File: config.mk
export PLATFORM = sky130hd
export DESIGN_NAME = hazard_ctrl_flat
export DESIGN_NICKNAME = d
export VERILOG_FILES = /design/src/rtl/hazard_pkg.sv /design/src/rtl/hazard_ctrl_if.sv /design/src/rtl/hazard_detect.sv /design/src/rtl/hazard_ctrl.sv /design/src/flat_wrapper.sv
export SDC_FILE = /design/constraint.sdc
export NUM_CORES = 1
export LEC_CHECK = 0
export ABC_AREA = 1
export BUFFER_PORTS_ARGS = -buffer_cell sky130_fd_sc_hd__buf_2
export CORE_AREA = 3 3 40 42
export DETAILED_ROUTE_END_ITERATION = 8
export DIE_AREA = 0 0 43 45
export GPL_TIMING_DRIVEN = 0
export REMOVE_ABC_BUFFERS = 1
export SYNTH_ARGS = -nofsm -noshare
export SYNTH_HDL_FRONTEND = slang
export SYNTH_SLANG_ARGS = --single-unit
File: constraint.sdc
create_clock -name hci_clk -period 2 [get_ports hci_clk]
set_clock_uncertainty 0.2 [all_clocks]
set_input_delay 0.5 -clock hci_clk [delete_from_list [all_inputs] [get_ports hci_clk]]
set_output_delay 0.5 -clock hci_clk [all_outputs]
set_load 0.03 [all_outputs]
File: src/rtl/hazard_pkg.sv
// Shared types and constants for the pipeline hazard controller.
package hazard_pkg;

    typedef enum logic {
        RUN  = 1'b0,
        MEMW = 1'b1
    } hc_state_t;

    localparam int          RIDX_W_DEFAULT = 4;
    localparam int          CNT_W          = 3;
    localparam logic [15:0] NOP_INSTR      = 16'h0800;

endpackage

File: src/rtl/hazard_ctrl_if.sv
// Pipeline-side hazard inputs and control outputs; master = pipeline, slave = controller.
interface hazard_ctrl_if
    import hazard_pkg::*;
#(
    parameter int RIDX_W = RIDX_W_DEFAULT
);
    logic              hci_idex_memrd;
    logic [RIDX_W-1:0] hci_idex_rd;
    logic [RIDX_W-1:0] hci_id_rs;
    logic [RIDX_W-1:0] hci_id_rt;
    logic              hci_id_rs_used;
    logic              hci_id_rt_used;
    logic              hci_br_taken;
    logic              hci_exmem_imem;

    logic              hco_pc_en;
    logic              hco_ifid_en;
    logic              hco_ifid_nop;
    logic              hco_idex_bubble;
    logic              hco_br_commit;
    logic              hco_stall;

    modport master (
        output hci_idex_memrd, hci_idex_rd, hci_id_rs, hci_id_rt,
               hci_id_rs_used, hci_id_rt_used, hci_br_taken, hci_exmem_imem,
        input  hco_pc_en, hco_ifid_en, hco_ifid_nop, hco_idex_bubble,
               hco_br_commit, hco_stall
    );

    modport slave (
        input  hci_idex_memrd, hci_idex_rd, hci_id_rs, hci_id_rt,
               hci_id_rs_used, hci_id_rt_used, hci_br_taken, hci_exmem_imem,
        output hco_pc_en, hco_ifid_en, hco_ifid_nop, hco_idex_bubble,
               hco_br_commit, hco_stall
    );

endinterface

File: src/rtl/hazard_detect.sv
// Combinational load-use hazard detector: a load in ID/EX feeding a source read in ID.
module hazard_detect
    import hazard_pkg::*;
#(
    parameter int RIDX_W = RIDX_W_DEFAULT
) (
    input  logic              idex_memrd,
    input  logic [RIDX_W-1:0] idex_rd,
    input  logic [RIDX_W-1:0] id_rs,
    input  logic [RIDX_W-1:0] id_rt,
    input  logic              id_rs_used,
    input  logic              id_rt_used,
    output logic              load_use
);

    logic rs_hit;
    logic rt_hit;

    assign rs_hit   = id_rs_used && (id_rs == idex_rd);
    assign rt_hit   = id_rt_used && (id_rt == idex_rd);
    assign load_use = idex_memrd && (rs_hit || rt_hit);

endmodule

File: src/rtl/hazard_ctrl.sv
// Pipeline hazard controller: structural imem stall, load-use bubble, branch commit.
// Optional macro HAZARD_CTRL_DELAY_SLOT_EN keeps the delay-slot fetch alive on a committed branch.
module hazard_ctrl
    import hazard_pkg::*;
#(
    parameter int MEM_WAIT = 2,
    parameter int RIDX_W   = RIDX_W_DEFAULT
) (
    input  logic         hci_clk,
    input  logic         hci_rst,
    hazard_ctrl_if.slave hif
);

    hc_state_t        state;
    logic [CNT_W-1:0] cnt;
    logic             load_use;
    logic             struct_stall;

    logic pc_en;
    logic ifid_en;
    logic ifid_nop;
    logic idex_bubble;
    logic br_commit;
    logic stall;

    hazard_detect #(
        .RIDX_W (RIDX_W)
    ) u_detect (
        .idex_memrd (hif.hci_idex_memrd),
        .idex_rd    (hif.hci_idex_rd),
        .id_rs      (hif.hci_id_rs),
        .id_rt      (hif.hci_id_rt),
        .id_rs_used (hif.hci_id_rs_used),
        .id_rt_used (hif.hci_id_rt_used),
        .load_use   (load_use)
    );

    // The imem conflict blocks fetch in the very cycle it is seen, before MEMW is entered.
    assign struct_stall = (state == MEMW) || ((state == RUN) && hif.hci_exmem_imem);

    always_ff @(posedge hci_clk or negedge hci_rst) begin
        if (!hci_rst) begin
            state <= RUN;
            cnt   <= '0;
        end else begin
            case (state)
                RUN: begin
                    if (hif.hci_exmem_imem && (MEM_WAIT > 1)) begin
                        state <= MEMW;
                        cnt   <= CNT_W'(MEM_WAIT - 1);
                    end
                end
                MEMW: begin
                    if (cnt == CNT_W'(1)) begin
                        state <= RUN;
                        cnt   <= '0;
                    end else begin
                        cnt <= cnt - CNT_W'(1);
                    end
                end
                default: begin
                    state <= RUN;
                    cnt   <= '0;
                end
            endcase
        end
    end

    always_comb begin
        pc_en       = 1'b1;
        ifid_en     = 1'b1;
        ifid_nop    = 1'b0;
        idex_bubble = 1'b0;
        br_commit   = 1'b0;
        stall       = 1'b0;
        if (!hci_rst) begin
            pc_en       = 1'b0;
            ifid_nop    = 1'b1;
            idex_bubble = 1'b1;
            stall       = 1'b1;
        end else if (struct_stall || load_use) begin
            pc_en       = 1'b0;
            ifid_en     = 1'b0;
            idex_bubble = 1'b1;
            stall       = 1'b1;
        end else begin
            br_commit = hif.hci_br_taken;
`ifdef HAZARD_CTRL_DELAY_SLOT_EN
            ifid_nop  = 1'b0;
`else
            ifid_nop  = hif.hci_br_taken;
`endif
        end
    end

    assign hif.hco_pc_en       = pc_en;
    assign hif.hco_ifid_en     = ifid_en;
    assign hif.hco_ifid_nop    = ifid_nop;
    assign hif.hco_idex_bubble = idex_bubble;
    assign hif.hco_br_commit   = br_commit;
    assign hif.hco_stall       = stall;

endmodule

File: src/flat_wrapper.sv
// flat-port wrapper written by rule: the top's interface ports become plain ports
module hazard_ctrl_flat import hazard_pkg::*;
#(
    parameter int MEM_WAIT = 2,
    parameter int RIDX_W   = RIDX_W_DEFAULT
)
  (hci_clk, hci_rst, hif_hci_idex_memrd, hif_hci_idex_rd, hif_hci_id_rs, hif_hci_id_rt, hif_hci_id_rs_used, hif_hci_id_rt_used, hif_hci_br_taken, hif_hci_exmem_imem, hif_hco_pc_en, hif_hco_ifid_en, hif_hco_ifid_nop, hif_hco_idex_bubble, hif_hco_br_commit, hif_hco_stall);
  hazard_ctrl_if #(.RIDX_W(RIDX_W)) hif_i ();
  input  logic hci_clk;
  input  logic hci_rst;
  input wire logic [$bits(hif_i.hci_idex_memrd)-1:0] hif_hci_idex_memrd;
  input wire logic [$bits(hif_i.hci_idex_rd)-1:0] hif_hci_idex_rd;
  input wire logic [$bits(hif_i.hci_id_rs)-1:0] hif_hci_id_rs;
  input wire logic [$bits(hif_i.hci_id_rt)-1:0] hif_hci_id_rt;
  input wire logic [$bits(hif_i.hci_id_rs_used)-1:0] hif_hci_id_rs_used;
  input wire logic [$bits(hif_i.hci_id_rt_used)-1:0] hif_hci_id_rt_used;
  input wire logic [$bits(hif_i.hci_br_taken)-1:0] hif_hci_br_taken;
  input wire logic [$bits(hif_i.hci_exmem_imem)-1:0] hif_hci_exmem_imem;
  output wire logic [$bits(hif_i.hco_pc_en)-1:0] hif_hco_pc_en;
  output wire logic [$bits(hif_i.hco_ifid_en)-1:0] hif_hco_ifid_en;
  output wire logic [$bits(hif_i.hco_ifid_nop)-1:0] hif_hco_ifid_nop;
  output wire logic [$bits(hif_i.hco_idex_bubble)-1:0] hif_hco_idex_bubble;
  output wire logic [$bits(hif_i.hco_br_commit)-1:0] hif_hco_br_commit;
  output wire logic [$bits(hif_i.hco_stall)-1:0] hif_hco_stall;
  assign hif_i.hci_idex_memrd = hif_hci_idex_memrd;
  assign hif_i.hci_idex_rd = hif_hci_idex_rd;
  assign hif_i.hci_id_rs = hif_hci_id_rs;
  assign hif_i.hci_id_rt = hif_hci_id_rt;
  assign hif_i.hci_id_rs_used = hif_hci_id_rs_used;
  assign hif_i.hci_id_rt_used = hif_hci_id_rt_used;
  assign hif_i.hci_br_taken = hif_hci_br_taken;
  assign hif_i.hci_exmem_imem = hif_hci_exmem_imem;
  assign hif_hco_pc_en = hif_i.hco_pc_en;
  assign hif_hco_ifid_en = hif_i.hco_ifid_en;
  assign hif_hco_ifid_nop = hif_i.hco_ifid_nop;
  assign hif_hco_idex_bubble = hif_i.hco_idex_bubble;
  assign hif_hco_br_commit = hif_i.hco_br_commit;
  assign hif_hco_stall = hif_i.hco_stall;
  hazard_ctrl #(.MEM_WAIT(MEM_WAIT), .RIDX_W(RIDX_W)) u_core (.hci_clk(hci_clk), .hci_rst(hci_rst), .hif(hif_i));
endmodule
======== Word level (Yosys, flattened, before mapping) ========
Cells that the tools add are included.
storage, ports and cells
  register bits after elaboration ......... 4
  logic and storage cells ................. 29
  output and inout bits ................... 6
  input bits .............................. 19
cells by class
  multiplexer cells ....................... 14
  equality and inequality tests ........... 4
  bitwise logic cells ..................... 1
  add/sub/neg operators ................... 1
  reductions and logical operators ........ 7
operators by type and width
  operator                                           number
  two-way mux 1 bit                                  10
  == test 4 bit                                      2
  two-way mux 3 bit                                  2
  case mux 3 bit (2 select lines)                    1
  logical AND 1 bit                                  4
  == test 3 x 1 -> 1 bit (second input constant)     1
  logical OR 1 bit                                   3
  subtractor 3 x 1 -> 3 bit (second input constant)  1
  inequality test 2 bit (second input constant)      1
  case mux 1 bit (2 select lines)                    1
  NOT 1 bit                                          1

======== Depth between registers and ports, before layout ========
  word-level depth ........................ 7
  mapped depth ............................ 11
  depth with buffers taken out ............ 10

======== By module ========
From an unflattened synthesis, not the netlist that was laid out.
unflattened totals
  cells, all modules ...................... 71
  area total of the unflattened synthesis .. 430.4 um^2
by module, submodules not included
  module         cells each  area each (um^2)  times used  sequential area each (um^2)
  hazard_ctrl    37          284.0             1           100.1
  hazard_detect  34          146.4             1           0.0

======== Worst setup path before layout ========
OpenSTA, ideal clock, no wires.
  path kind ............................... input-to-output
  start ................................... input port hif_hci_idex_rd[3]
  end ..................................... output port hif_hco_stall
  stages on the path ...................... 11
  buffers on the path ..................... 1
  data arrival time ....................... 1,488 ps
  slack ................................... -188 ps
  required time ........................... 1,300 ps
  cells stage by stage .................... inv_1 nand2_1 o21ai_1 inv_1 nand3_1 nand2_1 nand2_2 nand2_2 nor2_4 inv_2 buf_4
between the ends
  cells in the longest elaborated chain, start to end .. 7
  elaborated cells on any way between the ends .. 9
  those cells by class .................... eq/ne: 2; mux: 2; reduce/logical: 5
ends and longest elaborated chain
  item                                  RTL line                                  RTL
  start, declared                       flat_wrapper.sv:12                        input wire logic [$bits(hif_i.hci_idex_rd)-1:0] hif_hci_idex_rd;
  == test 4 bit (on tied branches)      hazard_detect.sv:19, hazard_detect.sv:20
  logical AND 1 bit (on tied branches)  hazard_detect.sv:19, hazard_detect.sv:20
  logical OR 1 bit (*)                  hazard_detect.sv:21                       assign load_use = idex_memrd && (rs_hit || rt_hit);
  logical AND 1 bit (*)                 hazard_detect.sv:21
  logical OR 1 bit (*)                  hazard_ctrl.sv:81                         end else if (struct_stall || load_use) begin
  two-way mux 1 bit (*) (2 in series)   --
  end, declared                         flat_wrapper.sv:24                        output wire logic [$bits(hif_i.hco_stall)-1:0] hif_hco_stall;
Mark *: on every way between the ends. The rest lies on a longest branch, timed or not.

======== Worst setup path in the final report ========
  start ................................... input port hif_hci_id_rs[2]
  end ..................................... output port hif_hco_idex_bubble
between the ends
  cells in the longest elaborated chain, start to end .. 7
ends and longest elaborated chain
  item               RTL line             RTL
  start, declared    flat_wrapper.sv:13   input wire logic [$bits(hif_i.hci_id_rs)-1:0] hif_hci_id_rs;
  == test 4 bit      hazard_detect.sv:19  assign rs_hit = id_rs_used && (id_rs == idex_rd);
  logical AND 1 bit  hazard_detect.sv:19
  logical OR 1 bit   hazard_detect.sv:21
  logical AND 1 bit  hazard_detect.sv:21
  logical OR 1 bit   hazard_ctrl.sv:81
  two-way mux 1 bit  hazard_ctrl.sv:81
  two-way mux 1 bit  hazard_ctrl.sv:76    if (!hci_rst) begin
  end, declared      flat_wrapper.sv:22   output wire logic [$bits(hif_i.hco_idex_bubble)-1:0] hif_hco_idex_bubble;
Every way passes these cells.

==> results.yml <==
global_route:
  grt_usage_pct: 10.2
  grt_pass1_vias: 384
  antenna_found_initial: 0
  grt_pass1_wl_mm: 1.44
  grt_overflow_total: 0
  grt_start_max_net_pins: 6
power:
  comb_power_share_pct: 55.0
  pwr-share-seq_pct: 27.0
  p_switching_w: 0.000210
  peakVddDrop_v: 0.000449
  p_total_w: 0.000536
  p_leak_nw: 0.377
  sw_frac_of_total_pct: 39.3
  p_int_w: 0.000326
  pwr-share-clk_pct: 18.0
  powerDensity_nw_per_um2: 782
placed_design:
  io_buffer_count: 24
  placed_area_um2: 523
  gp_congestion: 0.742
  dp_hpwl_um: 716
cells_and_area:
  layout-drive-gt1-share_pct: 49.5
  design_area_um2: 686
  nets: 116
  final_util_pct: 53.4
  n_antenna_cell: 0
  syn2layout_area_growth_pct: 75.1
  nFillCells: 126
  seq_area_um2: 100
  multiInputGateArea_um2: 255
sta:
  finalWorstSetupSlack_ps: -74.5
  finalCriticalPeriod_ps: 2070
  setup_viol_count_final: 6
  final_hold_viol_count: 0
  slew_viol_final: 0
  slew-limit-headroom_pct: 83.6
  worst_pin_slew_ps: 246
  finalCritPeriodShare_pct: 104
  setup_tns_ps: -311
  rsz0062_at_grt: "yes"
  hold_ws_ps: 342
  fmax_ghz: 0.482
clock_network:
  post_cts.repair.setup_buffers: 0
  clk_pin_slew_ps: 40
  tritoncts: "yes"
  clock-sinks: 4
  cts_buffers: 3
  insertion_delay_ps: 230
  cts_root_buf: "clkbuf_4"
  clk_path_buf_depth: 2
  htree_num_levels: 1
floorplanning:
  coreArea_um2: 1280
  die_x_um: 43
  start_util_pct: 30.5
  row_count: 13
  io_pins: 25
  die_area_um2: 1940
  die_y_um: 45
yosys:
  syn_area_um2: 392
  ys_ff_latch: 4
  yosys_warnings: 0
  avgSynthCellArea_um2: 5.93
  synth_cell_types: 15
  synthCells: 66
  ys_seq_area_share_pct: 25.6
status:
  violations: "setup timing"
  status: "complete, but fails checks"
setup_path:
  path_max_fanout: 2
  cp.required_ps: 1300
  crit_path_end_kind: "output port"
  crit_path_top_delay_cell: "buf_6"
  critical_path_buf_inv_count: 4
  critPathTopFamily: "simple AND/OR/NAND/NOR gates"
  start_kind: "input pin"
  path_cells: "buf_8 > nand2_4 > inv_2 > nor2_1 > nor2_1 > nand3_1 > nand2_1 > nand2_2 > nand2_2 > nor2_4 > inv_2 > buf_6"
  cp.arrival_ps: 1370
  criticalPathCategory: "input pin to output port"
  max_stage_delay_ps: 130
detailed_routing:
  vias: 455
  drcViolationCount: 0
  drtIter0Drc: 1
  wl_per_cell_um: 8.81
  firstDrtPassIters: 2
  wirelength_um: 952
  ant_nets: 0
  viasPerCell: 4.21
job:
  cap_viol_max_count: 0
min_path:
  hold_path_class: "register to register"
==> power by group through the flow <==
| stage | combinational, W | clock, W | sequential (W) |
|---|---|---|---|
| global placement | 0.000246 | 0 | 0.000142 |
| CTS | 0.000284 | 0.000103 | 0.000144 |
| finish | 0.000295 | 0.0000967 | 0.000145 |
| detailed placement | 0.000254 | 0 | 0.000144 |
| global route | 0.000342 | 0.000109 | 0.000150 |
| floorplan | 0.000193 | 0 | 0.000139 |
==> cell usage after synthesis <==
master / instances / area, µm²
o22ai_1: 2 / 12.5
dfrtp_1: 4 / 100
ha_1: 2 / 25.0
a21oi_1: 2 / 10.0
inv_2: 1 / 3.75
nor2_4: 1 / 11.3
a31oi_1: 1 / 6.26
nor2_1: 10 / 37.5
nand3_1: 3 / 15.0
nand2_1: 20 / 75.1
inv_1: 14 / 52.6
buf_4: 1 / 7.51
o21ai_1: 1 / 5.00
xnor2_1: 2 / 17.5
nand2_2: 2 / 12.5
==> stage by stage <==
step	instances	worst slack (ps)
final	108	-74.5
after floorplan	65	-88.4
after global placement	104	-121
after CTS	108	-70.7
after global routing	108	-165
after detailed placement	104	-131
==> metal layers <==
| metal | global-route usage, % | up-vias | wire length, µm |
|---|---|---|---|
| met2 | 15.6 | 16 | 498 |
| met1 | 11.7 | 187 | 371 |
| met4 | 3.61 | 0 | 0 |
| met3 | 6.37 | 0 | 82 |
| li1 | - | 252 | - |
| met5 | 0 | - | 0 |
==> area by class of cell <==
class,count,share of cell area [%]
Clock buffer,3,3.28
Timing Repair Buffer,25,32.8
Sequential cell,4,14.6
Tap cell,15,2.74
Multi-Input combinational cell,46,37.2
Inverter,15,9.31
==> placed cells by master, fill, tap and decap left out <==
cell type / netlist / layout
inv_1: 14 / 7
nor2_2: 0 / 3
ha_1: 2 / 2
inv_4: 0 / 3
o21ai_1: 1 / 1
nand2_1: 20 / 16
inv_2: 1 / 5
dlygate4sd3_1: 0 / 1
o22ai_1: 2 / 2
nand2_4: 0 / 1
clkbuf_4: 0 / 3
buf_6: 0 / 12
buf_8: 0 / 2
xnor2_1: 2 / 2
buf_2: 0 / 10
a21oi_1: 2 / 2
nor2_4: 1 / 1
nand2_2: 2 / 5
nand3_2: 0 / 1
nand3_1: 3 / 2
dfrtp_1: 4 / 4
nor2_1: 10 / 7
a31oi_1: 1 / 1
==> flip-flops by register name, summed over array words and instances, names as in the netlist <==
register / cells
u_core.cnt: 3
u_core.state: 1
==> final timing paths <==
| check | from | to | slack (ps) | cells past startpoint |
|---|---|---|---|---|
| max in group asynchronous | hci_rst | u_core.cnt[1] | 940 | 2 |
| hold reg to reg | u_core.state | u_core.state | 340 | 1 |
| setup / recovery | hif_hci_id_rs[2] | hif_hco_idex_bubble | -70 | 12 |
| min in group asynchronous | hci_rst | u_core.cnt[2] | 490 | 2 |
| setup reg to reg | u_core.cnt[1] | u_core.cnt[0] | 830 | 5 |
| hold / removal | u_core.state | u_core.state | 340 | 1 |
==> cell families after synthesis <==
logic type,after synthesis,share of synthesized area (%)
adders and majority gates,2,6.39
DFF,4,25.6
AOI/OAI and AO/OA,6,8.63
xor gates and xnor gates,2,4.47
buffers and inverters,16,16.3
and+or+nand+nor,36,38.7
==> repair_timing <==
action,4_1_cts,5_1_grt
setup endpoints to repair,6,6
hold endpoints to repair,4,0
gates resized for setup,22,19
pin swaps,5,15
hold buffers,1,0
Note: power is estimated with default switching activity, not from simulation.
